### config.mk
export PLATFORM = sky130hd
export DESIGN_NAME = dmaw_chan_arbiter_flat
export DESIGN_NICKNAME = d
export VERILOG_FILES = /design/src/rtl/dmaw_chan_arbiter_if.sv /design/src/rtl/dmaw_chan_arbiter.sv /design/src/flat_wrapper.sv
export SDC_FILE = /design/constraint.sdc
export NUM_CORES = 1
export LEC_CHECK = 0
export ABC_AREA = 1
export CAP_MARGIN = 40
export CORE_AREA = 2 2 414 416
export DETAILED_ROUTE_END_ITERATION = 10
export DIE_AREA = 0 0 416 418
export DONT_BUFFER_PORTS = 1
export HOLD_SLACK_MARGIN = 0.03
export PLACE_DENSITY = 0.3
export SLEW_MARGIN = 20
export SYNTH_ARGS = -nofsm -noshare
export SYNTH_HDL_FRONTEND = slang
export SYNTH_SLANG_ARGS = --single-unit
### constraint.sdc
create_clock -name usr_clk -period 3.2 [get_ports usr_clk]
set_input_delay 0.48 -clock usr_clk [delete_from_list [all_inputs] [get_ports usr_clk]]
set_output_delay 0.48 -clock usr_clk [all_outputs]
set_load 0.005 [all_outputs]
### src/rtl/dmaw_chan_arbiter_if.sv
// rtl/dmaw_chan_arbiter_if.sv - arbiter-to-partition-engine bundle: config, data stream, AW/B events
interface dmaw_chan_arbiter_if #(
  parameter int AXI_DW     = 128,
  parameter int AXI_BRESPW = 2
);
  localparam int AXI_BYTES = AXI_DW / 8;

  logic                  cfg_dmaw_valid;
  logic                  cfg_dmaw_ready;
  logic [31:0]           cfg_dmaw_sa;
  logic [31:0]           cfg_dmaw_len;
  logic [AXI_DW-1:0]     dmaw_data;
  logic [AXI_BYTES-1:0]  dmaw_strb;
  logic                  dmaw_last;
  logic                  dmaw_valid;
  logic                  dmaw_ready;
  logic                  aw_fire;
  logic                  b_fire;
  logic [AXI_BRESPW-1:0] b_resp;

  modport master (
    output cfg_dmaw_valid, cfg_dmaw_sa, cfg_dmaw_len,
    output dmaw_data, dmaw_strb, dmaw_last, dmaw_valid,
    input  cfg_dmaw_ready, dmaw_ready, aw_fire, b_fire, b_resp
  );

  modport slave (
    input  cfg_dmaw_valid, cfg_dmaw_sa, cfg_dmaw_len,
    input  dmaw_data, dmaw_strb, dmaw_last, dmaw_valid,
    output cfg_dmaw_ready, dmaw_ready, aw_fire, b_fire, b_resp
  );
endinterface

### src/rtl/dmaw_chan_arbiter.sv
// rtl/dmaw_chan_arbiter.sv - round-robin job scheduler in front of the DMA write partition engine
module dmaw_chan_arbiter #(
  parameter int N_CH       = 4,
  parameter int AXI_DW     = 128,
  parameter int AXI_BRESPW = 2,
  parameter int OD_W       = 8,
  parameter int CHW        = $clog2(N_CH)
) (
  input  logic                       usr_clk,
  input  logic                       usr_reset_n,
  input  logic [N_CH-1:0]            req_valid,
  output logic [N_CH-1:0]            req_ready,
  input  logic [N_CH*32-1:0]         req_sa,
  input  logic [N_CH*32-1:0]         req_len,
  input  logic [N_CH*AXI_DW-1:0]     ch_data,
  input  logic [N_CH*(AXI_DW/8)-1:0] ch_strb,
  input  logic [N_CH-1:0]            ch_valid,
  output logic [N_CH-1:0]            ch_ready,
  output logic [N_CH-1:0]            ch_done,
  output logic [N_CH-1:0]            ch_err,
  dmaw_chan_arbiter_if.master        eng,
  output logic                       busy,
  output logic [CHW-1:0]             grant_id
);
  localparam int AXI_BYTES = AXI_DW / 8;
  localparam int L         = $clog2(AXI_BYTES);
  localparam int BW        = 32 - L;

  typedef enum logic [2:0] {S_IDLE, S_CFG, S_DATA, S_DRAIN, S_DONE} state_t;

  state_t          state, state_nx;
  logic [CHW-1:0]  rr_ptr;
  logic [31:0]     sa_q, len_q;
  logic [BW-1:0]   beats_q, beat_cc;
  logic [OD_W-1:0] outstanding;
  logic            err_sticky;

  logic [CHW-1:0]  gnt_idx;
  logic            gnt_found;
  logic            accept;
  logic            beat_fire;

  logic [31:0]           sa_a   [N_CH];
  logic [31:0]           len_a  [N_CH];
  logic [AXI_DW-1:0]     data_a [N_CH];
  logic [AXI_BYTES-1:0]  strb_a [N_CH];

  for (genvar c = 0; c < N_CH; c++) begin : g_unpack
    assign sa_a[c]   = req_sa[32*c +: 32];
    assign len_a[c]  = req_len[32*c +: 32];
    assign data_a[c] = ch_data[AXI_DW*c +: AXI_DW];
    assign strb_a[c] = ch_strb[AXI_BYTES*c +: AXI_BYTES];
  end

  function automatic logic [CHW-1:0] wrap_add(input logic [CHW-1:0] base, input int off);
    int sum;
    sum = int'(base) + off;
    if (sum >= N_CH) sum = sum - N_CH;
    return sum[CHW-1:0];
  endfunction

  // Walk downward so the last hit wins: the first requester at or after rr_ptr.
  always_comb begin
    gnt_found = 1'b0;
    gnt_idx   = rr_ptr;
    for (int i = N_CH - 1; i >= 0; i--) begin
      if (req_valid[wrap_add(rr_ptr, i)]) begin
        gnt_found = 1'b1;
        gnt_idx   = wrap_add(rr_ptr, i);
      end
    end
  end

  assign eng.cfg_dmaw_sa  = sa_q;
  assign eng.cfg_dmaw_len = len_q;
  assign busy             = (state != S_IDLE);

  always_comb begin
    state_nx           = state;
    req_ready          = '0;
    ch_ready           = '0;
    ch_done            = '0;
    ch_err             = '0;
    eng.cfg_dmaw_valid = 1'b0;
    eng.dmaw_valid     = 1'b0;
    eng.dmaw_data      = '0;
    eng.dmaw_strb      = '0;
    eng.dmaw_last      = 1'b0;
    accept             = 1'b0;
    beat_fire          = 1'b0;
    unique case (state)
      S_IDLE: begin
        if (gnt_found) begin
          req_ready[gnt_idx] = 1'b1;
          accept             = 1'b1;
          state_nx = (len_a[gnt_idx][31:L] == '0) ? S_DONE : S_CFG;
        end
      end
      S_CFG: begin
        eng.cfg_dmaw_valid = 1'b1;
        if (eng.cfg_dmaw_ready) state_nx = S_DATA;
      end
      S_DATA: begin
        eng.dmaw_valid     = ch_valid[grant_id];
        eng.dmaw_data      = data_a[grant_id];
        eng.dmaw_strb      = strb_a[grant_id];
        ch_ready[grant_id] = eng.dmaw_ready;
        eng.dmaw_last      = ch_valid[grant_id] && (beat_cc == beats_q - BW'(1));
        beat_fire          = ch_valid[grant_id] && eng.dmaw_ready;
        if (beat_fire && eng.dmaw_last) state_nx = S_DRAIN;
      end
      S_DRAIN: begin
        // Engine idle means every AW has gone out; zero outstanding means every B is back.
        if (eng.cfg_dmaw_ready && outstanding == '0) state_nx = S_DONE;
      end
      S_DONE: begin
        ch_done[grant_id] = 1'b1;
        ch_err[grant_id]  = err_sticky;
        state_nx          = S_IDLE;
      end
      default: state_nx = S_IDLE;
    endcase
  end

  always_ff @(posedge usr_clk or negedge usr_reset_n) begin
    if (!usr_reset_n) begin
      state       <= S_IDLE;
      rr_ptr      <= '0;
      grant_id    <= '0;
      sa_q        <= '0;
      len_q       <= '0;
      beats_q     <= '0;
      beat_cc     <= '0;
      outstanding <= '0;
      err_sticky  <= 1'b0;
    end else begin
      state <= state_nx;
      if (accept) begin
        sa_q     <= sa_a[gnt_idx];
        len_q    <= len_a[gnt_idx];
        beats_q  <= len_a[gnt_idx][31:L];
        grant_id <= gnt_idx;
      end
      if (state == S_CFG && eng.cfg_dmaw_ready) beat_cc <= '0;
      else if (beat_fire)                        beat_cc <= beat_cc + BW'(1);
      if (eng.aw_fire && !eng.b_fire)      outstanding <= outstanding + OD_W'(1);
      else if (!eng.aw_fire && eng.b_fire) outstanding <= outstanding - OD_W'(1);
      if (accept)
        err_sticky <= 1'b0;
      else if ((state == S_CFG || state == S_DATA || state == S_DRAIN) &&
               eng.b_fire && eng.b_resp != '0)
        err_sticky <= 1'b1;
      if (state == S_DONE) rr_ptr <= wrap_add(grant_id, 1);
    end
  end
endmodule
### src/flat_wrapper.sv
// flat-port wrapper written by rule: the top's interface ports become plain ports
module dmaw_chan_arbiter_flat 
#(
  parameter int N_CH       = 4,
  parameter int AXI_DW     = 128,
  parameter int AXI_BRESPW = 2,
  parameter int OD_W       = 8,
  parameter int CHW        = $clog2(N_CH)
)
  (usr_clk, usr_reset_n, req_valid, req_ready, req_sa, req_len, ch_data, ch_strb, ch_valid, ch_ready, ch_done, ch_err, busy, grant_id, eng_cfg_dmaw_valid, eng_cfg_dmaw_sa, eng_cfg_dmaw_len, eng_dmaw_data, eng_dmaw_strb, eng_dmaw_last, eng_dmaw_valid, eng_cfg_dmaw_ready, eng_dmaw_ready, eng_aw_fire, eng_b_fire, eng_b_resp);
  dmaw_chan_arbiter_if #(.AXI_DW(AXI_DW), .AXI_BRESPW(AXI_BRESPW)) eng_i ();
  input  logic usr_clk;
  input  logic usr_reset_n;
  input  logic [N_CH-1:0] req_valid;
  output logic [N_CH-1:0] req_ready;
  input  logic [N_CH*32-1:0] req_sa;
  input  logic [N_CH*32-1:0] req_len;
  input  logic [N_CH*AXI_DW-1:0] ch_data;
  input  logic [N_CH*(AXI_DW/8)-1:0] ch_strb;
  input  logic [N_CH-1:0] ch_valid;
  output logic [N_CH-1:0] ch_ready;
  output logic [N_CH-1:0] ch_done;
  output logic [N_CH-1:0] ch_err;
  output logic busy;
  output logic [CHW-1:0] grant_id;
  output wire logic [$bits(eng_i.cfg_dmaw_valid)-1:0] eng_cfg_dmaw_valid;
  output wire logic [$bits(eng_i.cfg_dmaw_sa)-1:0] eng_cfg_dmaw_sa;
  output wire logic [$bits(eng_i.cfg_dmaw_len)-1:0] eng_cfg_dmaw_len;
  output wire logic [$bits(eng_i.dmaw_data)-1:0] eng_dmaw_data;
  output wire logic [$bits(eng_i.dmaw_strb)-1:0] eng_dmaw_strb;
  output wire logic [$bits(eng_i.dmaw_last)-1:0] eng_dmaw_last;
  output wire logic [$bits(eng_i.dmaw_valid)-1:0] eng_dmaw_valid;
  input wire logic [$bits(eng_i.cfg_dmaw_ready)-1:0] eng_cfg_dmaw_ready;
  input wire logic [$bits(eng_i.dmaw_ready)-1:0] eng_dmaw_ready;
  input wire logic [$bits(eng_i.aw_fire)-1:0] eng_aw_fire;
  input wire logic [$bits(eng_i.b_fire)-1:0] eng_b_fire;
  input wire logic [$bits(eng_i.b_resp)-1:0] eng_b_resp;
  assign eng_cfg_dmaw_valid = eng_i.cfg_dmaw_valid;
  assign eng_cfg_dmaw_sa = eng_i.cfg_dmaw_sa;
  assign eng_cfg_dmaw_len = eng_i.cfg_dmaw_len;
  assign eng_dmaw_data = eng_i.dmaw_data;
  assign eng_dmaw_strb = eng_i.dmaw_strb;
  assign eng_dmaw_last = eng_i.dmaw_last;
  assign eng_dmaw_valid = eng_i.dmaw_valid;
  assign eng_i.cfg_dmaw_ready = eng_cfg_dmaw_ready;
  assign eng_i.dmaw_ready = eng_dmaw_ready;
  assign eng_i.aw_fire = eng_aw_fire;
  assign eng_i.b_fire = eng_b_fire;
  assign eng_i.b_resp = eng_b_resp;
  dmaw_chan_arbiter #(.N_CH(N_CH), .AXI_DW(AXI_DW), .AXI_BRESPW(AXI_BRESPW), .OD_W(OD_W), .CHW(CHW)) u_core (.usr_clk(usr_clk), .usr_reset_n(usr_reset_n), .req_valid(req_valid), .req_ready(req_ready), .req_sa(req_sa), .req_len(req_len), .ch_data(ch_data), .ch_strb(ch_strb), .ch_valid(ch_valid), .ch_ready(ch_ready), .ch_done(ch_done), .ch_err(ch_err), .eng(eng_i), .busy(busy), .grant_id(grant_id));
endmodule
Word-level counts from Yosys, hierarchy flattened:

Index checks and enable logic that the tools add are counted.

* flip-flop bits (word level): 136
* latch bits: 0
* memory bits (writable): 0
* bits in read-only memories: 0
* output and inout bits: 230
* word-level logic and storage cells: 138
* memories kept: 0

* add/subtract/negate cells: 13
* $mul: 0
* divide/modulo/power cells: 0
* $lt $le $gt $ge: 15
* equality and inequality tests: 9
* shift-type cells: 0
* multiplexer cells: 64
* bitwise logic cells: 4
* reduce and logical (&&, ||, !) cells: 24

Operator list (count)
* 128-bit 2-to-1 mux: 3
* 128-bit binary-select mux with 2-bit select: 1
* 32-bit binary-select mux with 2-bit select: 2
* 32-bit 2-to-1 mux: 4
* 28-bit 2-to-1 mux: 2
* 16-bit 2-to-1 mux: 3
* 16-bit binary-select mux with 2-bit select: 1
* 28-bit by 1-bit adder with 28-bit output, second input constant: 1
* 28-bit == test: 1
* 28-bit logical NOT: 1
* 28-bit by 1-bit subtractor with 28-bit output, second input constant: 1
* 4-bit 2-to-1 mux: 5
* 1-bit 2-to-1 mux: 19
* 3-bit >= comparator, second input constant: 6
* 2-bit by 3-bit < comparator with 1-bit output, second input constant: 6
* 2-bit 2-to-1 mux: 9
* 8-bit 2-to-1 mux: 2
* 3-bit 2-to-1 mux: 5
* 3-bit case mux with 4 select lines: 1
* 1-bit logical AND: 11
* 1-bit binary-select mux with 2-bit select: 5
* 2-bit by 1-bit subtractor with 2-bit output, second input constant: 5
* 8-bit by 1-bit adder with 8-bit output, second input constant: 1
* 4-bit bitwise AND: 2
* other kinds (19): 32

Depth between registers and ports, before layout:

Gate-level depths: netlist of run 1.

* depth after elaboration: 17
* depth in mapped cells: 22
* mapped depth without buffers: 20

Least setup slack after synthesis of run 1:

No wires, ideal clock.

* path kind: register to output
* start: register u_core.beats_q[0]
* end: output port eng_dmaw_last
* arrival time: 2.026 ns
* required time: 2.720 ns
* path slack: 0.694 ns
* cell stages (with the launch flop): 12
* cell sequence: dfrtp_1 -> nor2_1 -> nand2_1 -> nor2_1 -> nand2_1 -> nor3b_1 -> nand3_1 -> xor2_1 -> o21ai_0 -> nor3_1 -> nand3_1 -> nor2_1

* word-level cells in the longest chain between the ends: 4

Ends and longest elaborated chain
* start: declaration: RTL line dmaw_chan_arbiter.sv:34 `logic [BW-1:0] beats_q, beat_cc;`
* start signal: assignment: RTL line dmaw_chan_arbiter.sv:141 `beats_q <= len_a[gnt_idx][31:L];`
* 28-bit by 1-bit subtractor with 28-bit output: RTL line dmaw_chan_arbiter.sv:108 `eng.dmaw_last = ch_valid[grant_id] && (beat_cc == beats_q - BW'(1));`
* 28-bit == test: RTL line dmaw_chan_arbiter.sv:108
* 1-bit logical AND: RTL line dmaw_chan_arbiter.sv:108
* 1-bit 2-to-1 mux: RTL line dmaw_chan_arbiter.sv:91 `unique case (state)`
* end: declaration: RTL line flat_wrapper.sv:31 `output wire logic [$bits(eng_i.dmaw_last)-1:0] eng_dmaw_last;`

No other way between the ends.

Worst setup path in the final report of run 1:

* start: register u_core.grant_id[0]
* end: output port eng_dmaw_data[52]

* word-level cells in the longest chain between the ends: 5

Ends and longest elaborated chain
* start: declaration: RTL line dmaw_chan_arbiter.sv:23 `output logic [CHW-1:0] grant_id`
* start signal: assignment: RTL line dmaw_chan_arbiter.sv:142 `grant_id <= gnt_idx;`
* 2-bit NOT with 3-bit output (implied by the code): RTL line dmaw_chan_arbiter.sv:105 `eng.dmaw_data = data_a[grant_id];`
* 128-bit binary-select mux with 2-bit select: RTL line dmaw_chan_arbiter.sv:105
* 128-bit 2-to-1 mux (implied by the code) (2 in series): RTL line dmaw_chan_arbiter.sv:105
* 128-bit 2-to-1 mux: RTL line dmaw_chan_arbiter.sv:91
* end: declaration: RTL line flat_wrapper.sv:29 `output wire logic [$bits(eng_i.dmaw_data)-1:0] eng_dmaw_data;`

No other way between the ends. The select of a mux whose other input is x is not followed.

==> run_summary.xml, run 1 <==
<?xml version="1.0" encoding="UTF-8"?>
<metrics>
  <group name="status">
    <metric name="run_status" unit="">finished clean</metric>
  </group>
  <group name="sta">
    <metric name="final-setup-viol-count" unit="">0</metric>
    <metric name="clock.fmax" unit="MHz">322.0</metric>
    <metric name="setup_tns" unit="ps">0</metric>
    <metric name="final_max_slew_violation_count" unit="">0</metric>
    <metric name="max-slew-margin-rel" unit="%">44.36</metric>
    <metric name="clock_tree_skew_after_final_layout" unit="ps">24.88</metric>
    <metric name="worst_pin_slew" unit="ps">834.6</metric>
    <metric name="layout_setup_ws" unit="ps">94.23</metric>
    <metric name="finalHoldViolCount" unit="">0</metric>
    <metric name="rsz_0062_raised_after_global_routing" unit="">yes</metric>
    <metric name="fin_crit_sh" unit="%">97.06</metric>
    <metric name="period_minus_ws_final" unit="ps">3106</metric>
  </group>
  <group name="synth">
    <metric name="synth-edff-count" unit="">0</metric>
    <metric name="post_synth_num_cell_types" unit="">42</metric>
    <metric name="async_reset_ff_share" unit="%">100.0</metric>
    <metric name="synth_top_cell_by_area" unit="">dfrtp_1</metric>
    <metric name="synth.avg_cell_area" unit="sq um">5.354</metric>
    <metric name="mappedNetlistArea" unit="sq um">13200</metric>
    <metric name="synth.top_cell.area_share" unit="%">20.47</metric>
    <metric name="synthesis.nets" unit="">3328</metric>
    <metric name="netlist_instances" unit="">2466</metric>
    <metric name="register_area_share_after_synthesis" unit="%">20.47</metric>
    <metric name="synth_flop_cell" unit="">dfrtp_1</metric>
    <metric name="register_bit_total_from_synthesis" unit="">108</metric>
    <metric name="yosys_warnings" unit="">0</metric>
    <metric name="post_synth_main_area_contributors" unit="">dfrtp_1 (20%), nor2_1 (20%), nand2_1 (14%)</metric>
  </group>
  <group name="power">
    <metric name="max-vdd-ir-drop" unit="mV">0.5669</metric>
    <metric name="totalPowerFinal" unit="uW">20140</metric>
    <metric name="powerDensity" unit="nW/um^2">1135</metric>
    <metric name="power_leakage" unit="uW">0.007126</metric>
  </group>
  <group name="critical_path">
    <metric name="timing_worst_setup_path_type" unit="">flop to output port</metric>
    <metric name="kind_of_launch_point_of_the_worst_setup_path" unit="">flop</metric>
    <metric name="timing.critical_path.to_type" unit="">output port</metric>
    <metric name="crit_fanout" unit="">56</metric>
    <metric name="endpoint_required_time_on_the_critical_path" unit="ps">2720</metric>
    <metric name="worst_ep_arrival_time" unit="ps">2630</metric>
  </group>
  <group name="layout">
    <metric name="finalInstanceArea" unit="sq um">17750</metric>
    <metric name="drive_above_1_share" unit="%">13.18</metric>
    <metric name="finish.utilization" unit="%">10.50</metric>
    <metric name="net_count_reported_at_finish" unit="">3368</metric>
    <metric name="syn_to_final_growth" unit="%">34.46</metric>
    <metric name="n_fill_cell" unit="">20100</metric>
  </group>
  <group name="floorplanning">
    <metric name="die-width" unit="um">416</metric>
    <metric name="fp.dieH" unit="um">418</metric>
    <metric name="die_area" unit="sq um">173900</metric>
    <metric name="core_area" unit="sq um">169100</metric>
    <metric name="floorplan.initialDensity" unit="%">7.808</metric>
    <metric name="fp-row-count" unit="">151</metric>
    <metric name="design.portCount" unit="">1078</metric>
  </group>
  <group name="global_route">
    <metric name="global_route.usage.total" unit="%">11.81</metric>
    <metric name="globalRouteOverflowTotal" unit="">0</metric>
    <metric name="grt_pass1_wl" unit="mm">142.3</metric>
    <metric name="grt_start_max_net_pins" unit="">143</metric>
    <metric name="number_of_global_route_vias_before_repair" unit="">16710</metric>
    <metric name="grt_antenna_before_repair" unit="">33</metric>
  </group>
  <group name="placed_design">
    <metric name="gp_routability_congestion" unit="">0.9063</metric>
    <metric name="port-buffer-count" unit="">0</metric>
    <metric name="hpwlAfterDp" unit="mm">92.71</metric>
    <metric name="placement.cell_area" unit="sq um">16890</metric>
    <metric name="pre_cts_slack" unit="ps">-95.56</metric>
  </group>
  <group name="detailed_routing">
    <metric name="routed-via-count" unit="">17210</metric>
    <metric name="detail_route.wirelength" unit="mm">109.3</metric>
    <metric name="vias_per_cell" unit="">3.631</metric>
    <metric name="route.detailed.drc" unit="">0</metric>
    <metric name="postRouteAntennaNets" unit="">0</metric>
    <metric name="detail_route.wl_per_cell" unit="um">23.05</metric>
    <metric name="drt-initial-drc-count" unit="">1117</metric>
    <metric name="drt_first_pass_iters" unit="">7</metric>
  </group>
  <group name="clock_network">
    <metric name="cts_max_path_bufs" unit="">2</metric>
    <metric name="worst_skew_pair.late_latency" unit="ps">400</metric>
    <metric name="cts_tree" unit="">built</metric>
    <metric name="numCtsBuffers" unit="">9</metric>
    <metric name="clock_sinks" unit="">108</metric>
    <metric name="cts-htree-levels" unit="">3</metric>
    <metric name="clock_pin_slew_on_the_worst_setup_and_hold_paths" unit="ps">100</metric>
    <metric name="cts_root_buf" unit="">clkbuf_16</metric>
  </group>
  <group name="flow_run">
    <metric name="drv_cap" unit="">0</metric>
  </group>
  <group name="min_path">
    <metric name="holdCritPathClass" unit="">input port to flop</metric>
  </group>
</metrics>
synth_stat cells, types with 2 or more instances:
master,n
a2bb2oi_1,2
clkinv_1,3
buf_6,6
a41o_1,17
a21oi_1,172
buf_4,2
or2_2,5
nor2_1,706
buf_2,30
nor3_2,2
inv_1,106
ha_1,13
xor2_1,23
inv_2,3
o21a_1,2
clkbuf_1,115
nand4_1,13
nor3b_1,3
buf_1,20
nor3_1,27
o21ai_0,354
dfrtp_1,108
o31ai_1,2
nand2_1,507
xnor2_1,13
nand2_2,5
a211oi_1,2
nor2_2,5
nand3b_1,4
nand3_1,164
and3_1,2
a31oi_1,20
layout by cell type, fill, tap and decap left out, types with 6 or more instances in the layout:
cell	netlist	routed
nand3_1	164	160
buf_12	0	13
clkbuf_16	0	9
buf_4	2	174
ha_1	13	12
buf_6	6	8
a31oi_1	20	20
nor2_4	0	11
diode_2	0	11
inv_1	106	101
nand2_1	507	495
dfrtp_1	108	95
nor3_1	27	22
a41o_1	17	17
nand2_2	5	12
a21oi_2	0	6
nor2_2	5	27
inv_2	3	7
dfrtp_2	0	11
nor2_1	706	673
nand4_1	13	13
xor2_1	23	20
a21oi_1	172	166
o21ai_0	354	349
xnor2_1	13	12
cell type report:
class,count,area [sq um],share of cell area (%)
Antenna cell,11,27.53,0.1551
Clock buffer,9,225.2,1.269
Timing Repair Buffer,201,1759,9.910
Sequential cell,108,2724,15.34
Clock inverter,7,88.84,0.5004
Multi-Input combinational cell,2074,9714,54.72
Inverter,112,437.9,2.467
Tap cell,2218,2775,15.63
path summary, 6_finish.rpt:
check	cells after the start	to	startpoint	slack, ps
setup / recovery	7	eng_dmaw_data[52]	u_core.grant_id[0]$_DFFE_PN0P_	90
hold / removal	2	u_core.eng.cfg_dmaw_sa[7]$_DFFE_PN0P_	req_sa[103]	220
setup reg to reg	16	u_core.beat_cc[17]$_DFFE_PN0P_	u_core.grant_id[0]$_DFFE_PN0P_	330
hold reg to reg	1	u_core.outstanding[7]$_DFFE_PN0P_	u_core.outstanding[7]$_DFFE_PN0P_	480
max in group asynchronous	2	u_core.grant_id[1]$_DFFE_PN0P_	usr_reset_n	1890
min in group asynchronous	2	u_core.eng.cfg_dmaw_len[0]$_DFFE_PN0P_	usr_reset_n	590
registers in the layout, indices dropped and copies added, names as in the netlist:
name,flops
u_core.rr_ptr,2
u_core.eng.cfg_dmaw_len,4
u_core.beat_cc,28
u_core.eng.cfg_dmaw_sa,32
u_core.state,3
u_core.outstanding,8
u_core.beats_q,28
u_core.grant_id,2
u_core.err_sticky,1
kinds of logic (layout without fill, tap and decap cells):
logic type | count (synthesis) | count (layout) | share of synthesized area, %
xor+xnor | 36 | 36 | 2.388
buf+inv | 285 | 329 | 8.785
fa+ha+maj | 14 | 14 | 1.384
other cells | 0 | 11 | 0
flops | 108 | 108 | 20.47
compound gates | 575 | 575 | 22.90
simple gates | 1448 | 1449 | 44.08
metal layers:
layer  vias up  track usage (%)  part of all wire, %
met4        16            6.478                  5.9
met5         -                0                 0.10
met3       148            2.515                  5.9
met2       830            23.38                   55
met1      8085            11.16                   33
li1       8134                -                    -
critical path, stage by stage (launching register included):
cell,delay (ps)
dfrtp_4,500
buf_12,300
buf_12,250
nor2_1,140
nor2_1,130
o21ai_0,100
a21oi_1,520
buf_4,210
timing repair:
action	CTS	global route
pin swaps	9	18
gates resized for setup	41	67
hold buffers	2	0
endpoints found under the setup margin	2	9
hold endpoints to repair	108	0
cloned	0	1
buffers inserted	3	8
metrics by stage:
step | hold WS, ps | std cells
after floorplan | 184.4 | 2466
after global placement | 189.0 | 4697
after detailed placement | 188.4 | 4697
after CTS | 184.1 | 4718
after global routing | 192.3 | 4739
final | 218.5 | 4740
report_power, final:
group          leakage (uW)  switching, uW  internal [uW]
clock network      0.000153            702            571
logic               0.00564          11200           5060
registers           0.00133            646           1950
Note: power is estimated with default switching activity, not from simulation.
==> run 2, diff against run 1 <==
- CORE_AREA: 2 2 414 416 -> 2 2 416 418
- DIE_AREA: 0 0 416 418 -> 0 0 418 420
- DONT_BUFFER_PORTS: 1 -> not set
- PLACE_DENSITY: 0.3 -> 0.32
==> run 2 against run 1 <==
Compared with the run above: clock-buffer cell count is 1 higher; power is 22% higher; register-to-register slack hardly changed; critical path depth stayed put; non-clock buffer count is 1075 higher; routed wire length is 19% higher; first-iteration DRC count is 3.0% higher; critical path type unchanged; critical endpoint is now eng_dmaw_data[67]; highest routed layer unchanged.
==> run_summary.xml, run 2 (synthesis results as in run 1) <==
<?xml version="1.0" encoding="UTF-8"?>
<metrics>
  <group name="power">
    <metric name="power_leakage" unit="uW">0.01156</metric>
    <metric name="max-vdd-ir-drop" unit="mV">0.5146</metric>
    <metric name="power_frac_clock" unit="%">5.2</metric>
    <metric name="p_seq_share" unit="%">9.9</metric>
    <metric name="netSwitchingPower" unit="uW">13340</metric>
    <metric name="powerDensity" unit="nW/um^2">849.5</metric>
    <metric name="totalPowerFinal" unit="uW">24540</metric>
    <metric name="power.share.combinational" unit="%">84.9</metric>
    <metric name="internal_power_consumption" unit="uW">11200</metric>
    <metric name="p_sw_share" unit="%">54.35</metric>
  </group>
  <group name="detailed_routing">
    <metric name="routed-via-count" unit="">20740</metric>
    <metric name="route.detailed.drc" unit="">0</metric>
    <metric name="detail_route.wirelength" unit="mm">129.9</metric>
    <metric name="drt-initial-drc-count" unit="">1150</metric>
    <metric name="postRouteAntennaNets" unit="">0</metric>
    <metric name="detail_route.wl_per_cell" unit="um">22.24</metric>
    <metric name="drt_first_pass_iters" unit="">5</metric>
    <metric name="vias_per_cell" unit="">3.552</metric>
  </group>
  <group name="critical_path">
    <metric name="kind_of_launch_point_of_the_worst_setup_path" unit="">flop</metric>
    <metric name="timing_worst_setup_path_type" unit="">flop to output port</metric>
    <metric name="endpoint_required_time_on_the_critical_path" unit="ps">2720</metric>
    <metric name="cp_cell_sequence" unit="">buf_12, buf_16, nor2_1, nor2_1, o21ai_0, a21oi_1, clkdlybuf4s50_1</metric>
    <metric name="path_buf_inv" unit="">3</metric>
    <metric name="slowest_cp_cell" unit="">dfrtp_4</metric>
    <metric name="worst_ep_arrival_time" unit="ps">2720</metric>
    <metric name="critical_path.max_stage_delay" unit="ps">570</metric>
    <metric name="critPathTopFamily" unit="">buffers and inverters</metric>
    <metric name="crit_fanout" unit="">21</metric>
    <metric name="timing.critical_path.to_type" unit="">output port</metric>
    <metric name="timing.critical_path.mode_cell" unit="">nor2_1</metric>
  </group>
  <group name="flow_run">
    <metric name="drv_cap" unit="">0</metric>
  </group>
  <group name="floorplanning">
    <metric name="fp-row-count" unit="">152</metric>
    <metric name="core_area" unit="sq um">171000</metric>
    <metric name="fp.dieH" unit="um">420</metric>
    <metric name="die_area" unit="sq um">175600</metric>
    <metric name="design.portCount" unit="">1078</metric>
    <metric name="floorplan.initialDensity" unit="%">7.722</metric>
    <metric name="die-width" unit="um">418</metric>
  </group>
  <group name="sta">
    <metric name="max-slew-margin-rel" unit="%">45.76</metric>
    <metric name="worst_hold_slack" unit="ps">482.9</metric>
    <metric name="final-setup-viol-count" unit="">0</metric>
    <metric name="clock_tree_skew_after_final_layout" unit="ps">19.38</metric>
    <metric name="period_minus_ws_final" unit="ps">3198</metric>
    <metric name="clock.fmax" unit="MHz">312.7</metric>
    <metric name="final_max_slew_violation_count" unit="">0</metric>
    <metric name="worst_pin_slew" unit="ps">805.0</metric>
    <metric name="rsz_0062_raised_after_global_routing" unit="">yes</metric>
    <metric name="fin_crit_sh" unit="%">99.95</metric>
    <metric name="finalHoldViolCount" unit="">0</metric>
  </group>
  <group name="clock_network">
    <metric name="cts-htree-levels" unit="">3</metric>
    <metric name="cts_root_buf" unit="">clkbuf_16</metric>
    <metric name="cts_tree" unit="">built</metric>
    <metric name="worst_skew_pair.late_latency" unit="ps">410</metric>
    <metric name="clock_pin_slew_on_the_worst_setup_and_hold_paths" unit="ps">90</metric>
    <metric name="cts_max_path_bufs" unit="">2</metric>
    <metric name="numCtsBuffers" unit="">9</metric>
    <metric name="clock_sinks" unit="">108</metric>
  </group>
  <group name="layout">
    <metric name="syn_to_final_growth" unit="%">118.8</metric>
    <metric name="n_fill_cell" unit="">19780</metric>
    <metric name="net_count_reported_at_finish" unit="">4442</metric>
    <metric name="finalNonFillerCells" unit="">5840</metric>
    <metric name="most-common-layout-cells" unit="">clkdlybuf4s50_1 (1042), nor2_1 (676), nand2_1 (500)</metric>
    <metric name="layout.cells.most_common" unit="">clkdlybuf4s50_1</metric>
    <metric name="drive_above_1_share" unit="%">9.149</metric>
    <metric name="largest_register_ffs" unit="">32</metric>
  </group>
  <group name="placed_design">
    <metric name="numPlacedInstances" unit="">5788</metric>
    <metric name="gp_routability_congestion" unit="">0.8853</metric>
    <metric name="port-buffer-count" unit="">1077</metric>
    <metric name="hpwlAfterDp" unit="mm">110.7</metric>
  </group>
  <group name="global_route">
    <metric name="globalRouteOverflowTotal" unit="">0</metric>
    <metric name="number_of_global_route_vias_before_repair" unit="">21190</metric>
    <metric name="grt_start_max_net_pins" unit="">92</metric>
    <metric name="grt_pass1_wl" unit="mm">172.5</metric>
    <metric name="grt_antenna_before_repair" unit="">38</metric>
    <metric name="global_route.usage.total" unit="%">14.03</metric>
  </group>
  <group name="min_path">
    <metric name="holdCritPathClass" unit="">input port to async pin</metric>
  </group>
  <group name="status">
    <metric name="run_status" unit="">finished clean</metric>
  </group>
</metrics>
[run 2: power groups by stage]
stage | sequential (uW) | clock [uW] | combinational (uW)
final | 2430 | 1280 | 20800
after floorplan | 2390 | 0 | 8960
after global routing | 2510 | 1410 | 22900
after detailed placement | 2460 | 0 | 20700
after CTS | 2450 | 1370 | 21200
after global placement | 2450 | 0 | 20900
[run 2: area by class of cell]
class	instances	area, sq um	share of cell area, %
Multi-Input combinational cell	2073	9642	33.38
Clock buffer	10	239.0	0.8274
Antenna cell	22	55.05	0.1906
Timing Repair Buffer	1276	12930	44.77
Sequential cell	108	2711	9.387
Inverter	112	442.9	1.534
Clock inverter	6	68.82	0.2383
Tap cell	2233	2794	9.673
[run 2: final timing paths]
check / start / to / slack (ps) / cells after the start
worst min register to register: u_core.eng.cfg_dmaw_sa[30]$_DFFE_PN0P_ / u_core.eng.cfg_dmaw_sa[30]$_DFFE_PN0P_ / 490 / 2
worst max register to register: u_core.grant_id[0]$_DFFE_PN0P_ / u_core.beat_cc[26]$_DFFE_PN0P_ / 320 / 21
min in group usr_clk: u_core.eng.cfg_dmaw_sa[30]$_DFFE_PN0P_ / u_core.eng.cfg_dmaw_sa[30]$_DFFE_PN0P_ / 490 / 2
max in group asynchronous: usr_reset_n / u_core.grant_id[1]$_DFFE_PN0P_ / 2040 / 3
worst max-delay path: u_core.grant_id[0]$_DFFE_PN0P_ / eng_dmaw_data[67] / 2 / 7
worst min-delay path: usr_reset_n / u_core.eng.cfg_dmaw_sa[1]$_DFFE_PN0P_ / 480 / 2
[run 2: repair_timing]
item,4_1_cts,5_1_grt
cloned,1,1
setup buffers,7,5
hold buffers,1,0
endpoints found under the hold margin,10,0
gates resized for setup,63,59
pin swaps,12,20
endpoints found under the setup margin,80,53
[run 2: through the flow]
stage / cell area (sq um) / setup slack (ps) / utilization (%) / TNS (ps)
floorplan: 13200 / 694.2 / - / 0
global placement: 27950 / -181.1 / 16.35 / -687.8
detailed placement: 27950 / -157.5 / 16.35 / -758.7
CTS: 28570 / -56.15 / 16.71 / -56.15
global route: 28880 / -119.0 / 16.89 / -171.1
finish: 28880 / 1.558 / 16.89 / 0
[run 2: per-layer routing]
layer  global-route usage [%]  vias to the layer above  routed length (um)
met4                    5.709                        4                4505
met1                    14.10                     9628               46140
met5                        0                        -                  26
met2                    27.98                      709               72700
li1                         -                    10300                   -
met3                    2.508                      107                6525
[run 2: worst reg2reg max path, delay by kind of cell (launching register included)]
| kind | cells | cell delay (ps) |
|---|---|---|
| and+or+nand+nor | 17 | 1760 |
| DFF | 1 | 530 |
| buffers and inverters | 4 | 480 |
